## src/rtl/hwpe_stream_realign_sequencer.sv

```systemverilog
// hwpe_stream_realign_sequencer: issues word-aligned TCDM loads for a misaligned 2D job
// and drives the stream realigner's per-word control fields.
module hwpe_stream_realign_sequencer #(
    parameter int DATA_WIDTH = 32,
    parameter int ADDR_WIDTH = 32,
    parameter int LEN_WIDTH  = 16
) (
    input  logic                    clk_i,
    input  logic                    rst_i,
    input  logic                    clear_i,
    input  logic                    start_i,
    input  logic [ADDR_WIDTH-1:0]   base_addr_i,
    input  logic [LEN_WIDTH-1:0]    line_length_i,
    input  logic [LEN_WIDTH-1:0]    nb_lines_i,
    input  logic [ADDR_WIDTH-1:0]   stride_i,
    output logic                    req_o,
    output logic [ADDR_WIDTH-1:0]   addr_o,
    input  logic                    gnt_i,
    output logic                    ctrl_enable_o,
    output logic                    ctrl_realign_o,
    output logic                    ctrl_first_o,
    output logic                    ctrl_last_o,
    output logic                    ctrl_last_packet_o,
    output logic                    ctrl_strb_valid_o,
    output logic [LEN_WIDTH-1:0]    ctrl_line_length_o,
    output logic [DATA_WIDTH/8-1:0] strb_o,
    output logic                    busy_o,
    output logic                    done_o
);
    localparam int NB = DATA_WIDTH / 8;
    localparam int OW = $clog2(NB);
    localparam logic [NB-1:0] ONES = '1;

    typedef enum logic [1:0] {IDLE, ISSUE, DONE} state_t;

    state_t                r_state, w_next;
    logic [ADDR_WIDTH-1:0] r_addr, r_line_base, r_stride;
    logic [LEN_WIDTH:0]    r_word_cnt, r_wpl;
    logic [LEN_WIDTH-1:0]  r_line_cnt, r_nb_lines, r_line_length;
    logic [OW-1:0]         r_off;
    logic                  r_realign;

    logic                  w_accept, w_zero, w_hs, w_last, w_last_pkt, w_realign;
    logic [NB-1:0]         w_lo;
    logic [ADDR_WIDTH-1:0] w_next_line;

    assign w_accept    = !clear_i && r_state != ISSUE && start_i;
    assign w_zero      = line_length_i == '0 || nb_lines_i == '0;
    assign w_realign   = |base_addr_i[OW-1:0];
    assign w_hs        = req_o && gnt_i && !clear_i;
    assign w_last      = r_word_cnt == r_wpl - (LEN_WIDTH+1)'(1);
    assign w_last_pkt  = w_last && r_line_cnt == r_nb_lines - LEN_WIDTH'(1);
    assign w_next_line = r_line_base + r_stride;
    assign w_lo        = ONES << r_off;

    always_ff @(posedge clk_i or posedge rst_i) begin
        if (rst_i) r_state <= IDLE;
        else       r_state <= w_next;
    end

    always_comb begin
        w_next = clear_i ? IDLE :
                 w_accept ? (w_zero ? DONE : ISSUE) :
                 (w_hs && w_last_pkt) ? DONE : r_state;
    end

    always_ff @(posedge clk_i or posedge rst_i) begin
        if (rst_i) begin
            r_addr        <= '0;
            r_line_base   <= '0;
            r_stride      <= '0;
            r_word_cnt    <= '0;
            r_wpl         <= '0;
            r_line_cnt    <= '0;
            r_nb_lines    <= '0;
            r_line_length <= '0;
            r_off         <= '0;
            r_realign     <= 1'b0;
        end else if (w_accept) begin
            r_addr        <= {base_addr_i[ADDR_WIDTH-1:OW], OW'(0)};
            r_line_base   <= {base_addr_i[ADDR_WIDTH-1:OW], OW'(0)};
            r_stride      <= {stride_i[ADDR_WIDTH-1:OW], OW'(0)};
            r_word_cnt    <= '0;
            r_wpl         <= {1'b0, line_length_i} + (LEN_WIDTH+1)'(w_realign);
            r_line_cnt    <= '0;
            r_nb_lines    <= nb_lines_i;
            r_line_length <= line_length_i;
            r_off         <= base_addr_i[OW-1:0];
            r_realign     <= w_realign;
        end else if (w_hs) begin
            if (w_last) begin
                r_word_cnt  <= '0;
                r_line_cnt  <= r_line_cnt + LEN_WIDTH'(1);
                r_line_base <= w_next_line;
                r_addr      <= w_next_line;
            end else begin
                r_word_cnt  <= r_word_cnt + (LEN_WIDTH+1)'(1);
                r_addr      <= r_addr + ADDR_WIDTH'(NB);
            end
        end
    end

    assign req_o              = r_state == ISSUE;
    assign busy_o             = req_o;
    assign done_o             = r_state == DONE;
    assign addr_o             = r_addr;
    assign ctrl_enable_o      = r_state != IDLE;
    assign ctrl_realign_o     = ctrl_enable_o && r_realign;
    assign ctrl_first_o       = req_o && r_word_cnt == '0;
    assign ctrl_last_o        = req_o && w_last;
    assign ctrl_last_packet_o = req_o && w_last_pkt;
    assign ctrl_strb_valid_o  = req_o && gnt_i;
    assign ctrl_line_length_o = r_line_length;
    // first/last words of a misaligned line only carry the bytes on their side of the offset
    assign strb_o = !req_o ? '0 :
                    !r_realign ? ONES :
                    ctrl_first_o ? w_lo :
                    w_last ? ~w_lo : ONES;
endmodule
```

## config.mk

```make
export PLATFORM = sky130hd
export DESIGN_NAME = hwpe_stream_realign_sequencer
export DESIGN_NICKNAME = d
export VERILOG_FILES = /design/src/rtl/hwpe_stream_realign_sequencer.sv
export SDC_FILE = /design/constraint.sdc
export NUM_CORES = 1
export LEC_CHECK = 0
export CORE_UTILIZATION = 45
export CTS_BUF_LIST = sky130_fd_sc_hd__clkbuf_4 sky130_fd_sc_hd__clkbuf_8
export DETAILED_ROUTE_END_ITERATION = 10
export PLACE_DENSITY = 0.67
export SLEW_MARGIN = 20
export SYNTH_ARGS = -nofsm -noshare
export SYNTH_HDL_FRONTEND = slang
export SYNTH_SLANG_ARGS = --single-unit
```

## constraint.sdc

```tcl
create_clock -name clk_i -period 8.1 [get_ports clk_i]
set_clock_uncertainty 0.15 [all_clocks]
set_input_delay 2.43 -clock clk_i [delete_from_list [all_inputs] [get_ports clk_i]]
set_output_delay 2.43 -clock clk_i [all_outputs]
set_load 0.005 [all_outputs]
```

Word-level counts from Yosys, hierarchy flattened:

Index checks and enable logic that the tools add are counted.

* word-level logic and storage cells: 66
* register bits: 181
* output and inout port bits: 61
* RAM bits: 0
* ROM bits: 0
* latch bits: 0
* bits of input ports: 101
* memories: 0

* multiply operators: 0
* equal/unequal tests: 5
* magnitude comparators: 0
* bitwise logic cells: 1
* reductions and logical operators: 21
* shift-type cells: 1
* muxes and demuxes: 20
* div/mod/pow operators: 0
* add/sub/neg operators: 7

Operators with widths (number)
* $mux 32: 6
* $mux 17: 3
* $mux 16: 3
* $add 32x3->32 const B: 1
* $add 32x32->32: 1
* $logic_not 16->1: 2
* $add 16x1->17: 1
* $add 17x1->17 const B: 1
* $eq 17x17->1: 1
* $logic_not 17->1: 1
* $sub 17x1->17 const B: 1
* $add 16x1->16 const B: 1
* $eq 16x16->1: 1
* $mux 4: 4
* $sub 16x1->16 const B: 1
* $logic_and 1x1->1: 10
* $mux 2: 4
* $reduce_bool 2->1: 3
* $not 4->4: 1
* $shl 4x2->4 const A: 1
* $reduce_bool 3->1: 1
* $eq 2x1->1 const B: 1
* $eq 2x2->1 const B: 1
* $ne 2x1->1 const B: 1
* 4 further kinds: 4

Logic depth before layout (Yosys ltp):

* depth after elaboration: 7
* gate-level depth with buffers: 14
* mapped depth without buffers: 13

Worst setup path after synthesis:

Ideal clock, no wire load.

* path kind: register to output
* start: register r_wpl[0]
* end: output strb_o[1]
* required time: 5.520 ns
* path buffers: 2
* cell stages (with the launch flop): 14
* data arrival time: 2.902 ns
* setup slack: 2.618 ns
* path through: dfrtp_1 inv_1 ha_1 or4b_4 o31a_1 o21ai_1 o311a_1 o22ai_1 nor3_1 buf_2 buf_2 nand2_1 o21ai_0 a21oi_1

* cells in the longest elaborated chain, start to end: 6

RTL lines
* start, declared: line 38 `logic [LEN_WIDTH:0] r_word_cnt, r_wpl;`
* start signal, assigned: line 84 `r_wpl <= {1'b0, line_length_i} + (LEN_WIDTH+1)'(w_realign);`
* $sub 17x1->17: line 51 `assign w_last = r_word_cnt == r_wpl - (LEN_WIDTH+1)'(1);`
* $eq 17x17->1: line 51
* $mux 4: line 118 `w_last ? ~w_lo : ONES;`
* $mux 4: line 117 `ctrl_first_o ? w_lo :`
* $mux 4: line 116 `!r_realign ? ONES :`
* $mux 4: line 115 `assign strb_o = !req_o ? '0 :`
* end, declared: line 26 `output logic [DATA_WIDTH/8-1:0] strb_o,`

No other way between the ends.

Worst setup path after layout:

* start: register r_wpl[0]
* end: output ctrl_last_packet_o

* cells in the longest elaborated chain, start to end: 4

RTL lines
* $sub 17x1->17: line 51
* $eq 17x17->1: line 51
* $logic_and 1x1->1: line 52 `assign w_last_pkt = w_last && r_line_cnt == r_nb_lines - LEN_WIDTH'(1);`
* $logic_and 1x1->1: line 111 `assign ctrl_last_packet_o = req_o && w_last_pkt;`
* end, declared: line 23 `output logic ctrl_last_packet_o,`

No other way between the ends.

==> impl_metrics.json <==
{
  "status": "complete, no violations",
  "crit_path_end_kind": "output pin",
  "setup_violations": 0,
  "ys_seq_elements": 178,
  "synth.yosys.seq_area_share_pct": 40.2,
  "root_buffer": "clkbuf_8",
  "synth_ff_type": "dfrtp_1",
  "timing.critical_path.required_ns": 5.52,
  "synth_top_cell_area_share_pct": 40.2,
  "critPathMaxStageDelay_ns": 0.73,
  "critical_path.max_fanout": 14,
  "netlist_area_sq_um": 11100,
  "areaGrowthSynthToFinish_pct": 20.3,
  "power.static_leakage_nw": 5.80,
  "post-dp-hpwl_um": 22800,
  "max-vdd-ir-drop_mv": 0.0946,
  "tritoncts.num_buffers": 17,
  "regToRegEndpoint": "addr_o[13]",
  "worst-r2r-setup-slack_ns": 3.42,
  "tightest_slew_ns": 1.07,
  "setup.worst_path.end": "ctrl_last_packet_o",
  "mostFrequentLayoutCell": "nand2_1",
  "final_period_minus_worst_setup_slack_ns": 6.73,
  "synth_area_leader_cell": "dfrtp_1",
  "post_route_cells_drive_above_1_share_pct": 4.46,
  "cts_tree": "yes",
  "postSynthAreaPerCell_sq_um": 8.24,
  "finalSetupTns_ns": 0,
  "clock_power_share_pct": 24.0,
  "antenna_left": 0,
  "nets": 1606,
  "clkLatencyLatePin_ns": 0.46,
  "grt_setup_unrepaired": "no",
  "finalWirelength_um": 32100,
  "via_per_instance_ratio": 5.73,
  "p_int_mw": 1.85,
  "first_global_vias": 9868,
  "globalRouteTotalUtil_pct": 25.6,
  "postSynthNetCount": 1485,
  "timing.final.hold_violations": 0,
  "start_util_pct": 45.7,
  "synth_area_leaders": "dfrtp_1, nand2_1, o21ai_0",
  "clk_pin_slew_worst_paths_ns": 0.10,
  "antenna_found_initial": 0,
  "wl_cell_um": 17.8,
  "seq_power_share_pct": 39.7,
  "netlist_instances": 1346,
  "cts_resized": 0,
  "gr-total-overflow": 0,
  "number_of_inserted_diodes": 0,
  "rows": 57,
  "buffer_ports.inserted": 159,
  "switching_share_pct": 36.3,
  "post_synth_edffs": 0,
  "post-route-drc-count": 0,
  "grt_pass1_wl_um": 52000,
  "final_cell_count_no_fill": 1803,
  "cpLargestDelayFamily": "simple AND/OR/NAND/NOR gates",
  "arrival_ns": 4.15,
  "cpMaxStageDelayCell": "or3_1",
  "cts_setup_buffers": 0,
  "dp_cells": 1772,
  "dieArea_sq_um": 25300,
  "cp-start-kind": "flop",
  "setup.worst_path.start": "r_wpl[0]",
  "comb_power_share_pct": 36.3,
  "holdCritPathClass": "reg -> reg",
  "die_width_um": 159,
  "cts.hold.buffers_added": 0,
  "floorplan.io_pins": 162,
  "worst_slew_margin_rel_pct": 28.4,
  "drt_first_pass_iters": 7,
  "type_of_the_worst_setup_path": "reg -> out",
  "number_of_distinct_library_cells_after_synthesis": 71,
  "gpl.final_weighted_congestion": 0.886,
  "core_sq_um": 24200,
  "layout.cell_area.non_filler_sq_um": 13300,
  "total_power_divided_by_cell_area_nw_per_um2": 218,
  "grt_max_degree": 148,
  "dieHeight_um": 159,
  "reg2reg_from": "r_wpl[0]",
  "detailroute.via_count": 10300,
  "critical_path.cell_chain": "inv_1 > ha_1 > or4b_4 > nor4_2 > nor4b_1 > o22ai_1 > or3_1 > nor3_1 > clkdlybuf4s50_1",
  "timing_max_transition_violations_final": 0,
  "postPlaceCellArea_sq_um": 12900,
  "final_cell_mix": "nand2_1, dfrtp_1, clkdlybuf4s50_1",
  "worst-path-buf-inv": 2,
  "drt_first_iter_violations": 777,
  "cts_num_sinks": 178,
  "net-switching-power_mw": 1.06,
  "reg2regPathDepth": 10,
  "finalCritPeriodShare_pct": 83.1,
  "synth_warnings": 0,
  "clock_path_buffers": 2,
  "maxCapViolations": 0,
  "fmaxAchievable_mhz": 149,
  "cts.htree.levels": 4,
  "synthArstFlopShare_pct": 100,
  "cp_num_cells": 9
}
[flip-flops by register name, summed over array words and instances, names as in the netlist, 16 cells and up]
name                flops
r_line_base            30
r_line_cnt             16
r_word_cnt             17
r_wpl                  17
r_nb_lines             16
ctrl_line_length_o     16
r_stride               30
addr_o                 31
[per-stage QoR]
step / worst slack, ns / utilization [%] / hold WS [ns] / power (mW)
after floorplan: 0.690 / - / 0.300 / 1.86
after global placement: 1.89 / 53.2 / 0.309 / 2.19
after detailed placement: 1.89 / 53.2 / 0.313 / 2.21
after CTS: 1.38 / 55.0 / 0.336 / 2.92
after global routing: 1.15 / 55.0 / 0.361 / 3.10
final: 1.37 / 55.0 / 0.333 / 2.91
[routing by layer]
metal	share of wire (%)	GRT usage, %
met4	2.5	9.05
met3	4.2	2.79
met5	0	0
met2	47	41.8
met1	46	35.3
[worst reg2reg max path, delay by kind of cell, from the launching register on]
kind | cells | cell delay (ns)
fa+ha+maj | 1 | 0.24
flops | 1 | 0.43
compound gates | 4 | 1.26
simple gates | 4 | 2.44
buf+inv | 1 | 0.10
[cells by family (layout without fill, tap and decap cells)]
family / Yosys count / count (layout) / synth area share, %
mux: 5 / 5 / 0.474
flops: 178 / 178 / 40.2
fa+ha+maj: 38 / 38 / 4.35
xor+xnor: 103 / 103 / 8.13
compound gates: 322 / 322 / 17.8
buf+inv: 89 / 222 / 3.36
simple gates: 611 / 611 / 25.7
[worst min path at each step]
stage / endpoint / cells after the start / slack, ns / from
final: ctrl_line_length_o[7] / 2 / 0.33 / ctrl_line_length_o[7]
after global routing: ctrl_line_length_o[14] / 2 / 0.36 / ctrl_line_length_o[14]
after detailed placement: ctrl_line_length_o[7] / 2 / 0.31 / ctrl_line_length_o[7]
after floorplan: r_stride[10] / 2 / 0.30 / r_stride[10]
after CTS: ctrl_line_length_o[13] / 2 / 0.34 / ctrl_line_length_o[13]
after global placement: ctrl_line_length_o[0] / 2 / 0.31 / ctrl_line_length_o[0]
[cell type report]
cell class | instances | area (sq um)
repair buffers | 169 | 1680
well taps | 324 | 405
clock inverters | 13 | 194
multi-input cells | 1079 | 6280
fillers | 2318 | 10900
clock buffers | 18 | 248
flip-flops and latches | 178 | 4450
inverters | 22 | 87.6
[cells in the mapped netlist, drive strengths merged, types with 17 or more instances]
| master | count |
|---|---|
| o21ai | 104 |
| nand2 | 284 |
| a211oi | 19 |
| buf | 17 |
| nor3 | 24 |
| a21oi | 77 |
| nand4 | 25 |
| xnor2 | 49 |
| and3 | 33 |
| dfrtp | 178 |
| xor2 | 54 |
| clkbuf | 50 |
| ha | 37 |
| inv | 22 |
| o22ai | 26 |
| a31oi | 24 |
| nor2 | 113 |
| nand3 | 41 |
[power by group through the flow]
stage               sequential [mW]  combinational, mW  clock (mW)
floorplan                      1.13              0.726           0
global placement               1.17               1.03           0
detailed placement             1.17               1.04           0
CTS                            1.15               1.05       0.715
global route                   1.17               1.17       0.748
finish                         1.16               1.06       0.700
Power figures use the tool's default switching activity.
